**src/rtl/counter.sv**
```systemverilog
// -----------------------------------------------------------------------------
// counter
//   Two-digit BCD up-counter that wraps to 00 after MODULUS-1.
//   The count runs 0..MODULUS-1, with value V = 10*out_ten + out_one.
//
// Parameters
//   MODULUS  count wrap modulus, legal range 2..100 (default 100)
//
// Ports
//   clk      system clock; all state changes on the rising edge
//   reset    synchronous active-high reset; forces 00 and wins over counting
//   out_ten  BCD tens digit (0..9), driven straight from a register
//   out_one  BCD ones digit (0..9), driven straight from a register
// -----------------------------------------------------------------------------
module counter #(
   parameter int MODULUS = 100
) (
   input  logic       clk,
   input  logic       reset,
   output logic [3:0] out_ten,
   output logic [3:0] out_one
);

   // Last value before the wrap, split into its BCD digits.
   localparam logic [3:0] WRAP_TEN = 4'((MODULUS - 1) / 10);
   localparam logic [3:0] WRAP_ONE = 4'((MODULUS - 1) % 10);

   // Declaration initialisers give a defined 00 at power-up even if reset
   // never arrives.
   logic [3:0] ten_q = 4'd0;
   logic [3:0] one_q = 4'd0;
   logic [3:0] ten_d;
   logic [3:0] one_d;
   logic       at_wrap;
   logic       one_carry;

   assign at_wrap   = (ten_q == WRAP_TEN) && (one_q == WRAP_ONE);
   assign one_carry = (one_q >= 4'd9);

   always_comb begin
      ten_d = ten_q;
      one_d = one_q;
      if (at_wrap) begin
         ten_d = 4'd0;
         one_d = 4'd0;
      end else if (one_carry) begin
         // V < MODULUS <= 100, so the tens digit never needs its own rollover.
         one_d = 4'd0;
         ten_d = ten_q + 4'd1;
      end else begin
         one_d = one_q + 4'd1;
      end
   end

   always_ff @(posedge clk) begin
      if (reset) begin
         ten_q <= 4'd0;
         one_q <= 4'd0;
      end else begin
         ten_q <= ten_d;
         one_q <= one_d;
      end
   end

   assign out_ten = ten_q;
   assign out_one = one_q;

endmodule

```
**config.mk**
```make
export PLATFORM = sky130hd
export DESIGN_NAME = counter
export DESIGN_NICKNAME = d
export VERILOG_FILES = /design/src/rtl/counter.sv
export SDC_FILE = /design/constraint.sdc
export NUM_CORES = 1
export LEC_CHECK = 0
export CAP_MARGIN = 20
export CORE_AREA = 2 2 39 41
export DETAILED_ROUTE_END_ITERATION = 16
export DIE_AREA = 0 0 41 43
export PLACE_DENSITY = 0.57
export SYNTH_ARGS = -nofsm -noshare
export SYNTH_HDL_FRONTEND = slang
export SYNTH_SLANG_ARGS = --single-unit
```
**constraint.sdc**
```tcl
create_clock -name clk -period 1.5 [get_ports clk]
set_input_delay 0.3 -clock clk [delete_from_list [all_inputs] [get_ports clk]]
set_output_delay 0.3 -clock clk [all_outputs]
set_load 0.03 [all_outputs]
```
==> results.tsv, run 1 <==
metric	value	unit
maxSlewHeadroom	80.0	%
grt_pass1_vias	354	
cp_data_required_time	1.68	ns
worstPathMaxFanout	7	
grt_max_degree	10	
ctsHoldBuffers	0	
final.fill_count	146	
dieArea	1760	um2
final_area	573	um2
gp_congestion	0.690	
final_antenna_net_count	0	
slew_violations	0	
antenna_cells	0	
pin_count	10	
cts_buffers	3	
grt_overflow	0	
power_density	842	nW/um2
routedWlPerCell	10.6	um
clk_pin_slew	0.05	ns
wirelength	798	um
critPathCaptureType	flop	
drt_iter0_markers	3	
synth_top_area_cell	dfxtp_1	
first_pass_iters	2	
grt_util_all_layers	12.6	%
post-route-min-period	1.43	ns
drc	0	
port_buffers	9	
synth_cell_types	16	
clock_latency	0.25	ns
postPlaceCellArea	538	um2
drv_cap	0	
leakage	0.252	nW
ys_ff_latch	8	
tritoncts	yes	
worstPathArrival	1.61	ns
outcome	finished clean	
finalNetCount	68	
finClkSkew	0.00202	ns
antenna_found_initial	0	
tightest_slew	0.300	ns
ys_seq_area_share	39.8	%
synth_top_cell_area_share	39.8	%
syn_inst	42	
post-route-period-util	95.2	%
die_h	43	um
hold_ws	0.454	ns
num_vias	357	
ys_warn_count	0	
grt_pass1_wl	1440	um
setup_viol_count_final	0	
regArea	165	um2
fin_ws	0.0716	ns
fmax	0.700	GHz
place_hpwl	614	um
htree_levels	1	
coreArea	1380	um2
synth_area_per_cell	9.59	um2
multi_input_area	233	um2
synth_area_leaders	dfxtp_1 40%, ha_1 16%, nor3b_1 5.6%, o21ai_0 5.0%, nor3b_4 4.7%	
start_util	29.1	%
area_delta_synth_final	42.2	%
hp-class	flop to flop	
cts.path.max_buffers	2	
die_w	41	um
finalSetupTns	0	ns
cp-start-kind	flop	
place_ws	0.102	ns
ctsRootBufferMaster	clkbuf_4	
synthesis.nets	49	
clkSinkCount	8	
crit_type	flop to flop	
drive_gt1_share	23.7	%
hold_viol	0	
vias_per_cell	4.76	
vdd_drop_max	0.271	mV
rsz0062_at_grt	false	
fp-row-count	14	
syn_area	403	um2
[synth_stat cells]
master / n
o21ai_0: 4
or3_1: 3
ha_1: 5
dfxtp_1: 8
xnor2_1: 2
nand3_1: 1
nor3b_4: 1
a31o_2: 1
a21oi_1: 3
nor4bb_1: 1
inv_1: 4
nor3_1: 3
nand4_1: 1
nand2_1: 1
nor3b_1: 3
nor2_1: 1
[cells by family after synthesis]
family,count (synthesis),share of synthesized area (%)
simple gates,15,25.8
compound gates,8,10.9
flops,8,39.8
fa+ha+maj,5,15.5
buf+inv,4,3.73
xor+xnor,2,4.35
[power breakdown]
| part | internal, mW | total (mW) | switching, mW |
|---|---|---|---|
| sequential | 0.221 | 0.228 | 0.00729 |
| combinational | 0.0449 | 0.0934 | 0.0485 |
| clock | 0.0913 | 0.161 | 0.0696 |
[routing by layer]
metal	up-vias	global-route usage, %	part of all wire, %
met4	0	8.00	1.3
met1	162	14.5	44
met2	6	18.4	51
li1	187	-	-
met3	2	4.71	3.0
met5	-	0	0
[per-stage QoR]
stage | instances | utilization [%] | power [mW]
2_1_floorplan | 42 | - | 0.287
3_3_place_gp | 70 | 38.9 | 0.318
3_5_place_dp | 70 | 38.9 | 0.319
4_1_cts | 73 | 39.8 | 0.479
5_1_grt | 75 | 41.4 | 0.513
6_report | 75 | 41.4 | 0.483
[layout make-up]
| type | instances | area share (%) |
|---|---|---|
| inverters | 4 | 2.62 |
| flip-flops and latches | 8 | 28.8 |
| repair buffers | 14 | 20.5 |
| multi-input cells | 30 | 40.6 |
| clock buffers | 3 | 3.93 |
| well taps | 16 | 3.49 |
[worst max-delay path: stages (launching register included)]
cell     delay (ns)
dfxtp_4        0.37
inv_1          0.04
ha_1           0.18
nor3b_4        0.17
buf_4          0.14
or3_1          0.33
a21oi_1        0.14
[cells in the final DEF, fill, tap and decap left out, types with 2 or more instances in the layout]
cell type / count
dlygate4sd2_1: 8
o21ai_0: 4
xnor2_1: 2
inv_1: 4
a21oi_1: 3
buf_4: 5
dfxtp_1: 6
clkbuf_4: 3
or3_1: 3
nor3_1: 3
ha_1: 4
nor3b_1: 3
[sequential cells by signal, summed over array words and instances, names as in the netlist]
signal / count
out_one: 4
out_ten: 4
[timing repair]
item                                    CTS  global route
buffers inserted                          0             2
endpoints found under the setup margin    8             2
gates resized for setup                   8             3
hold endpoints to repair                  0             0
pin swaps                                 0             1
[worst paths after layout]
path                                 start         end  slack [ns]  depth (start not counted)
worst max-delay path            out_one[0]  out_ten[3]        0.07                          6
worst min-delay path            out_one[0]  out_one[0]        0.45                          1
worst max register to register  out_one[0]  out_ten[3]        0.07                          6
worst min register to register  out_one[0]  out_one[0]        0.45                          1
Power figures use the tool's default switching activity.
==> run 2, diff against run 1 <==
CTS_CLUSTER_DIAMETER = 60   (was unset)
==> results of run 2 <==
The final DEF is identical to that of run 1; final timing and power are the same.
==> run 3, diff against run 2 <==
CORE_AREA = 10 10 47 49   (was 2 2 39 41)
DIE_AREA = 0 0 57 59   (was 0 0 41 43)
==> run 3 against run 2 <==
  * Routed wire length grew 12%
  * Worst setup slack better by 0.053 ns
  * Combinational power shrank 6.6%
  * Highest routed layer unchanged
  * Die area up 91%
  * Register-to-register slack improved by 0.06 ns
  * Design area shrank 1.7%
  * Largest power group unchanged
  * Sequential power about the same
  * First-iteration DRC count is 33% lower
  * Critical path type is now flop to primary output
  * Hold slack improved by 0.027 ns
  * Sequential share of layout area rose by 0.068 points
  * Flip-flop and latch count is the same
==> results.tsv, run 3 (same netlist as run 1, synthesis figures left out) <==
metric	value	unit	change
post-route-min-period	1.38	ns	-0.0529 ns
crit_type	flop to primary output		
gp_congestion	0.735		+6.6%
maxSlewHeadroom	79.5	%	-0.46 points
routed-wl-met2	440	um	+7.3%
area_delta_synth_final	39.8	%	
tightest_slew	0.309	ns	+0.00845 ns
leakage	0.248	nW	-1.5%
final_area	563	um2	-1.7%
hp-class	flop to flop		
vdd_drop_max	0.404	mV	+49%
path_buf_inv	1		-1
m1WireLength	395	um	+12%
multi_input_area	240	um2	+3.2%
clock_latency	0.25	ns	about the same
vias_per_cell	4.74		-0.35%
cp-start-kind	flop		
grt_overflow	0		unchanged
dieArea	3360	um2	+91%
cts.path.max_buffers	2		unchanged
power.share.sequential	47.6	%	+0.3 points
clkSinkCount	8		unchanged
dr.max_layer_used	met4		
drv_cap	0		unchanged
tritoncts	yes		
port_buffers	9		unchanged
wirelength	897	um	+12%
num_vias	351		-1.7%
final_antenna_net_count	0		unchanged
grt_max_degree	10		unchanged
grt_util_all_layers	5.88	%	-6.7 points
p_switching	0.131	mW	+4.5%
cp_data_required_time	1.20	ns	-0.48 ns
layout_commonest_cell	dlygate4sd2_1		
final.fill_count	145		-0.68%
cp_slowest_cell	dlygate4sd2_1		
coreArea	1400	um2	+1.3%
grt_pass1_vias	358		+1.1%
die_w	57	um	+39%
regArea	163	um2	-1.5%
critPathCaptureType	primary output		
worstPathArrival	1.08	ns	-0.53 ns
first_pass_iters	2		unchanged
finalSetupTns	0	ns	unchanged
outcome	finished clean		
p_comb_share	18.1	%	-1.2 points
cp_top_family	buffers and inverters		
timing.critical_path.slowest_cell_delay	0.43	ns	+0.06 ns
start_util	28.7	%	-0.36 points
fmax	0.727	GHz	+3.8%
hold_viol	0		unchanged
setup_viol_count_final	0		unchanged
pin_count	10		unchanged
die_h	59	um	+37%
worstPathMaxFanout	5		-2
htree_levels	1		unchanged
cts_buffers	3		unchanged
place_hpwl	686	um	+12%
p_clk_share	34.3	%	+1.0 points
post-cts-setup-buffers	0		unchanged
fp-row-count	14		unchanged
ctsHoldBuffers	0		unchanged
drt_iter0_markers	2		-1
finalNetCount	67		-1.5%
layout_common_cells	8 x dlygate4sd2_1, 6 x dfxtp_1, 5 x ha_1		
dpl.cell_count	70		unchanged
drc	0		unchanged
clk_pin_slew	0.06	ns	about the same
antenna_found_initial	0		unchanged
postPlaceCellArea	538	um2	unchanged
routedWlPerCell	12.1	um	+14%
drive_gt1_share	19.0	%	-4.8 points
power_density	857	nW/um2	+1.8%
finalPower	0.483	mW	about the same
crit_path_cell_trace	dlygate4sd2_1		
rsz0062_at_grt	false		
grt_pass1_wl	1500	um	+4.3%
post-route-period-util	91.7	%	-3.5 points
stdcell_count	74		-1.3%
dr_wl_met3	39	um	+63%
internal-power	0.352	mW	-1.5%
finClkSkew	0.00332	ns	+0.00130 ns
antenna_cells	0		unchanged
slew_violations	0		unchanged
switching_share	27.1	%	+1.2 points
ctsRootBufferMaster	clkbuf_4		
-- run 3: routing by layer --
| metal | up-vias | GRT usage [%] |
|---|---|---|
| li1 | 184 | - |
| met1 | 158 | 5.11 |
| met2 | 5 | 9.46 |
| met3 | 4 | 3.00 |
| met4 | 0 | 6.04 |
| met5 | - | 0 |
-- run 3: area by class of cell --
cell class	count	area share [%]
inverters	4	2.67
flip-flops and latches	8	28.9
well taps	16	3.56
clock buffers	3	4.00
repair buffers	12	18.2
multi-input cells	31	42.7
-- run 3: final timing paths --
kind | slack, ns | startpoint | endpoint | depth (start not counted)
min reg2reg | 0.48 | out_one[0] | out_one[0] | 1
max | 0.12 | out_one[3] | out_one[3] | 1
min | 0.48 | out_one[0] | out_one[0] | 1
max reg2reg | 0.13 | out_one[0] | out_ten[3] | 5
-- run 3: timing repair --
item / CTS / global route
pin swaps: 0 / 1
cloned: 0 / 1
resized for setup: 8 / 0
setup endpoints to repair: 8 / 2
-- run 3: metrics by stage --
step                      hold WS [ns]  utilization (%)  worst slack, ns
after floorplan                  0.369                -           0.0838
after global placement           0.464             38.4            0.130
after detailed placement         0.469             38.4            0.121
after CTS                        0.478             39.3            0.114
after global routing             0.502             40.2           0.0123
final                            0.481             40.2            0.125
-- run 3: power groups by stage --
stage	Sequential (mW)	Clock (mW)	Combinational (mW)
final	0.230	0.166	0.0872
after global routing	0.230	0.183	0.0973
after CTS	0.229	0.173	0.0806
after detailed placement	0.234	0	0.0857
after global placement	0.234	0	0.0863
after floorplan	0.251	0	0.0357
==> edit 1, RTL diff (flow settings as in run 1) <==
Make the reset (`reset`) asynchronous in one clocked block. Comments in the files are not updated.
--- a/src/rtl/counter.sv
+++ b/src/rtl/counter.sv
@@ -53,5 +53,5 @@
    end
 
-   always_ff @(posedge clk) begin
+   always_ff @(posedge clk or posedge reset) begin
       if (reset) begin
          ten_q <= 4'd0;
Function: differs if reset is asserted again (counterexample within 4 cycles, from zero or initial values and one cycle with reset high); with reset held inactive, the same outputs for 10 cycles.
==> edit 1 against run 1 <==
- routed wire length grew 4.4%
- final area grew 5.2%
- global-route usage grew 0.33 points
- sequential cell count is the same
- critical endpoint is now out_ten[0]
- sequential share of layout area grew 4.8 points
- synthesized area grew 8.1%
- via count grew 0.56%
- setup slack lost 0.0085 ns
Power is not compared: it rests on default switching activity, and its combinational part moved more than twofold at a synthesized area within 25%.
==> edit 1: results (changes against run 1) <==
Parameter                              Value

Yosys
  Leading cell types by total area after synthesis ... sky130_fd_sc_hd__dfrtp_1, sky130_fd_sc_hd__ha_1, sky130_fd_sc_hd__o21ai_0, sky130_fd_sc_hd__inv_1, sky130_fd_sc_hd__nand2b_1
  Part of the Yosys area used for sequential elements ... 45.98% (+6.2 points)
  XOR/XNOR share of the synthesized area ... 2.011% (-2.3 points)
  Yosys Warn Count ... 0 (unchanged)
  Share of cell area taken by muxes after synthesis ... 2.299% (+2.3 points)
  Synthesized-area fraction occupied by ao, oa, aoi and oai cells ... 11.21% (+0.34 points)
  Number of unique standard cell types used by synthesis ... 20 (+4)
  Total nets after synthesis ... 48 (-2.0%)
  Avg Cell Area, Syn ... 10.62 sq um (+11%)
  Ys async rst share ... 100.0% (+100 points)
  Adder and majority cell fraction of the synthesized area ... 14.37% (-1.2 points)
  Commonest cells post-synth ... sky130_fd_sc_hd__dfrtp_1, sky130_fd_sc_hd__ha_1, sky130_fd_sc_hd__inv_1

Placement
  Post-DP Area ... 570.5 sq um (+6.0%)
  Post-Place Worst Slack ... 0.04151 ns (-0.06065 ns)
  DP HPWL ... 629.4 um (+2.5%)
  GPL Wtd Cong ... 0.7402 (+7.3%)
  Placed instance count ... 69 (-1.4%)

Cells and area
  # nets final ... 66 (-2.9%)
  Number of filler instances in the final layout ... 141 (-3.4%)
  Area added between synthesis and finish ... 38.51%
  Count of non-filler cells in the finished layout ... 73 (-2.7%)
  Ratio of cells with drive above 1 in the final layout ... 28.07% (+4.3 points)

Global routing
  Wire length of the first global-routing pass ... 1.449 mm (+0.49%)
  Antenna violations before repair ... 0 (unchanged)
  Largest net degree at the start of global routing ... 9 (-1)
  Total Routing Usage GR ... 12.89% (+0.33 points)

Outcome
  Run status ... finished clean

Drt
  M1 WL ... 342 um (-2.8%)
  Wire length on met3 ... 51 um (+110%)
  DRT Pass-1 Iters ... 4 (+2)
  Routed vias ... 359 (+0.56%)
  Per-cell routed wire length ... 11.41 um (+7.2%)
  Sum of met2 wire segment lengths after detailed routing ... 400 um (-2.4%)

Critical path
  Maximum fanout along the worst path ... 6 (-1)
  Worst-path cell with the longest stage delay ... sky130_fd_sc_hd__dfrtp_2
  FF-to-FF End ... out_ten[0]
  Stage delay of the slowest cell on the critical path ... 0.43 ns (+0.06 ns)
  Number of cells traversed by the worst register-to-register path ... 5 (-1)

Min path
  Class of the most critical hold timing path ... input port to asynchronous set/reset pin

Timing
  Final clock skew ... 0.0008738 ns (-0.001145 ns)
  Relative max-transition margin ... 79.31% (-0.64 points)

Clocking
  Worst skew pair latency ... 0.25 ns (about the same)
edit 1: repair_timing:
action,4_1_cts,5_1_grt
buffers inserted,0,1
setup endpoints to repair,8,7
pin swaps,0,2
resized for setup,8,5
edit 1: per-stage QoR:
step / setup TNS (ns) / hold WS (ns)
after floorplan: 0 / 0.1155
after global placement: 0 / 0.5124
after detailed placement: 0 / 0.5001
after CTS: 0 / 0.2928
after global routing: -0.01107 / 0.3309
final: 0 / 0.2883
edit 1: cell families after synthesis:
family	count (synthesis)
buf+inv	4
simple gates	15
xor+xnor	1
flops	8
mux	1
fa+ha+maj	5
compound gates	7
edit 1: final cells by class:
| cell class | instances | share of cell area [%] |
|---|---|---|
| multi-input combinational | 29 | 38.59 |
| sequential | 8 | 33.61 |
| timing repair buffer | 13 | 18.26 |
| clock buffer | 3 | 3.734 |
| tap | 16 | 3.320 |
| inverter | 4 | 2.490 |
edit 1: metal layers:
metal,GRT usage [%],vias up
met5,0,-
met2,17.81,11
li1,-,174
met1,15.33,169
met3,3.141,5
met4,12.00,0
edit 1: worst max-delay path, delay by kind of cell, from the launching register on:
family | cells | cell delay [ns]
adder cells (fa/ha/maj) | 1 | 0.18
buffers and inverters | 1 | 0.07
flip-flops | 1 | 0.43
multiplexers | 1 | 0.14
AND/OR/NAND/NOR | 2 | 0.54
edit 1: how the worst max path moves through the flow:
stage | endpoint | cells past startpoint | startpoint | slack [ns]
global route | out_ten[0] | 5 | out_one[0] | -0.01
CTS | out_ten[0] | 5 | out_one[1] | 0.03
floorplan | out_ten[1] | 5 | out_one[1] | 0.02
finish | out_ten[0] | 5 | out_one[0] | 0.06
global placement | out_ten[1] | 4 | out_one[0] | 0.06
detailed placement | out_ten[0] | 4 | out_one[0] | 0.04
==> edit 2, RTL diff (flow settings as in run 1) <==
Without the edit above. Change the parameter `MODULUS` from 100 to 50. Comments in the files are not updated.
--- a/src/rtl/counter.sv
+++ b/src/rtl/counter.sv
@@ -14,5 +14,5 @@
 // -----------------------------------------------------------------------------
 module counter #(
-   parameter int MODULUS = 100
+   parameter int MODULUS = 50
 ) (
    input  logic       clk,
Check against the original RTL: no difference found for any inputs over 10 cycles, from zero or initial values; that may be too few to reach the edited logic, so the function may still have changed.
==> edit 2 against run 1 <==
- worst hold slack gained 0.023 ns
- sequential cell count is the same
- sequential share of layout area is essentially flat
- critical path type unchanged
- fmax grew 4.1%
- non-clock buffer count shrank 1
- highest routed layer unchanged
- synthesized area is the same
- setup slack gained 0.056 ns
- routed wire length grew 6.8%
- final area shrank 1.5%
- power grew 0.20%
- largest cell class unchanged
- critical path depth shrank 1
- core utilization shrank 0.63 points
==> edit 2: results (changes against run 1) <==
Parameter                              Value

Critical path
  Endpoint arrival time on the critical path ... 1.54 ns (-0.07 ns)
  Worst-path cell with the longest stage delay ... sky130_fd_sc_hd__dfxtp_2

Yosys
  Leading cell types by total area after synthesis ... sky130_fd_sc_hd__dfxtp_1, sky130_fd_sc_hd__ha_1, sky130_fd_sc_hd__a21oi_1, sky130_fd_sc_hd__o21ai_0, sky130_fd_sc_hd__inv_1
  Commonest cells post-synth ... sky130_fd_sc_hd__dfxtp_1, sky130_fd_sc_hd__ha_1, sky130_fd_sc_hd__inv_1
  Number of unique standard cell types used by synthesis ... 17 (+1)
  Total nets after synthesis ... 51 (+4.1%)

Global routing
  Global-route track usage on met3 ... 9.424% (+4.7 points)
  Met2 Resource Use GR ... 15.63% (-2.8 points)
  Vias in the first global route ... 326 (-7.9%)
  Wire length of the first global-routing pass ... 1.359 mm (-5.8%)
  Total Routing Usage GR ... 12.70% (+0.14 points)
  Met1 capacity usage during global routing ... 14.98% (+0.47 points)
  Largest net degree at the start of global routing ... 8 (-2)

Power
  P_leak ... 0.2540 nW (+0.83%)
  Maximum vdd ir drop ... 0.5225 mV (+93%)
  Combinational fraction of design power ... 17.4% (-1.9 points)

Drt
  M1 WL ... 373 um (+6.0%)
  Wire length on met3 ... 73 um (+200%)
  Violation count after the first detailed-route iteration ... 5 (+2)
  Per-cell routed wire length ... 11.21 um (+5.4%)
  DRT Pass-1 Iters ... 3 (+1)
  Sum of met2 wire segment lengths after detailed routing ... 381 um (-7.1%)

Cells and area
  Ratio of cells with drive above 1 in the final layout ... 18.33% (-5.4 points)
  # nets final ... 69 (+1.5%)

Outcome
  Run status ... finished clean
==> edit 2: stage by stage <==
step                      total power, W  setup slack [ns]  area, sq um  std cells  hold WS [ns]
final                          0.0004835            0.1279        564.3         76        0.4765
after global placement         0.0003168            0.1118        545.5         73        0.4857
after detailed placement       0.0003160            0.1230        545.5         73        0.4765
after global routing           0.0005119           0.03070        564.3         76        0.5027
after CTS                      0.0004853           0.09115        558.0         76        0.4846
after floorplan                0.0002837           0.09039        405.4         44        0.3687
==> edit 2: logic make-up after synthesis <==
logic type                 share of synthesized area [%]
and+or+nand+nor                                    23.60
xor gates and xnor gates                           4.349
AOI/OAI and AO/OA                                  12.11
DFF                                                39.75
adders and majority gates                          15.53
buffers and inverters                              4.659
==> edit 2: worst reg2reg max path: stages, from the launching register on <==
cell and delay (ns):
sky130_fd_sc_hd__dfxtp_2 0.34, sky130_fd_sc_hd__inv_1 0.06, sky130_fd_sc_hd__ha_1 0.22, sky130_fd_sc_hd__nor3b_4 0.30
sky130_fd_sc_hd__nor2_1 0.13, sky130_fd_sc_hd__nor3b_1 0.22
==> edit 2: timing repair <==
action / 4_1_cts / 5_1_grt
resized for setup: 8 / 1
endpoints found under the setup margin: 8 / 2
endpoints found under the hold margin: 0 / 0
pin swaps: 0 / 0
==> edit 2: area by class of cell <==
cell class | count | share of cell area (%)
clock buffers | 3 | 3.991
flip-flops and latches | 8 | 28.82
multi-input cells | 31 | 40.80
inverters | 5 | 3.326
repair buffers | 13 | 19.51
well taps | 16 | 3.548
==> edit 2: worst paths after layout <==
check / end / slack (ns) / cells past startpoint / startpoint
max: out_one[1] / 0.13 / 5 / out_one[1]
min: out_one[0] / 0.48 / 1 / out_one[0]
max reg2reg: out_one[1] / 0.13 / 5 / out_one[1]
min reg2reg: out_one[0] / 0.48 / 1 / out_one[0]
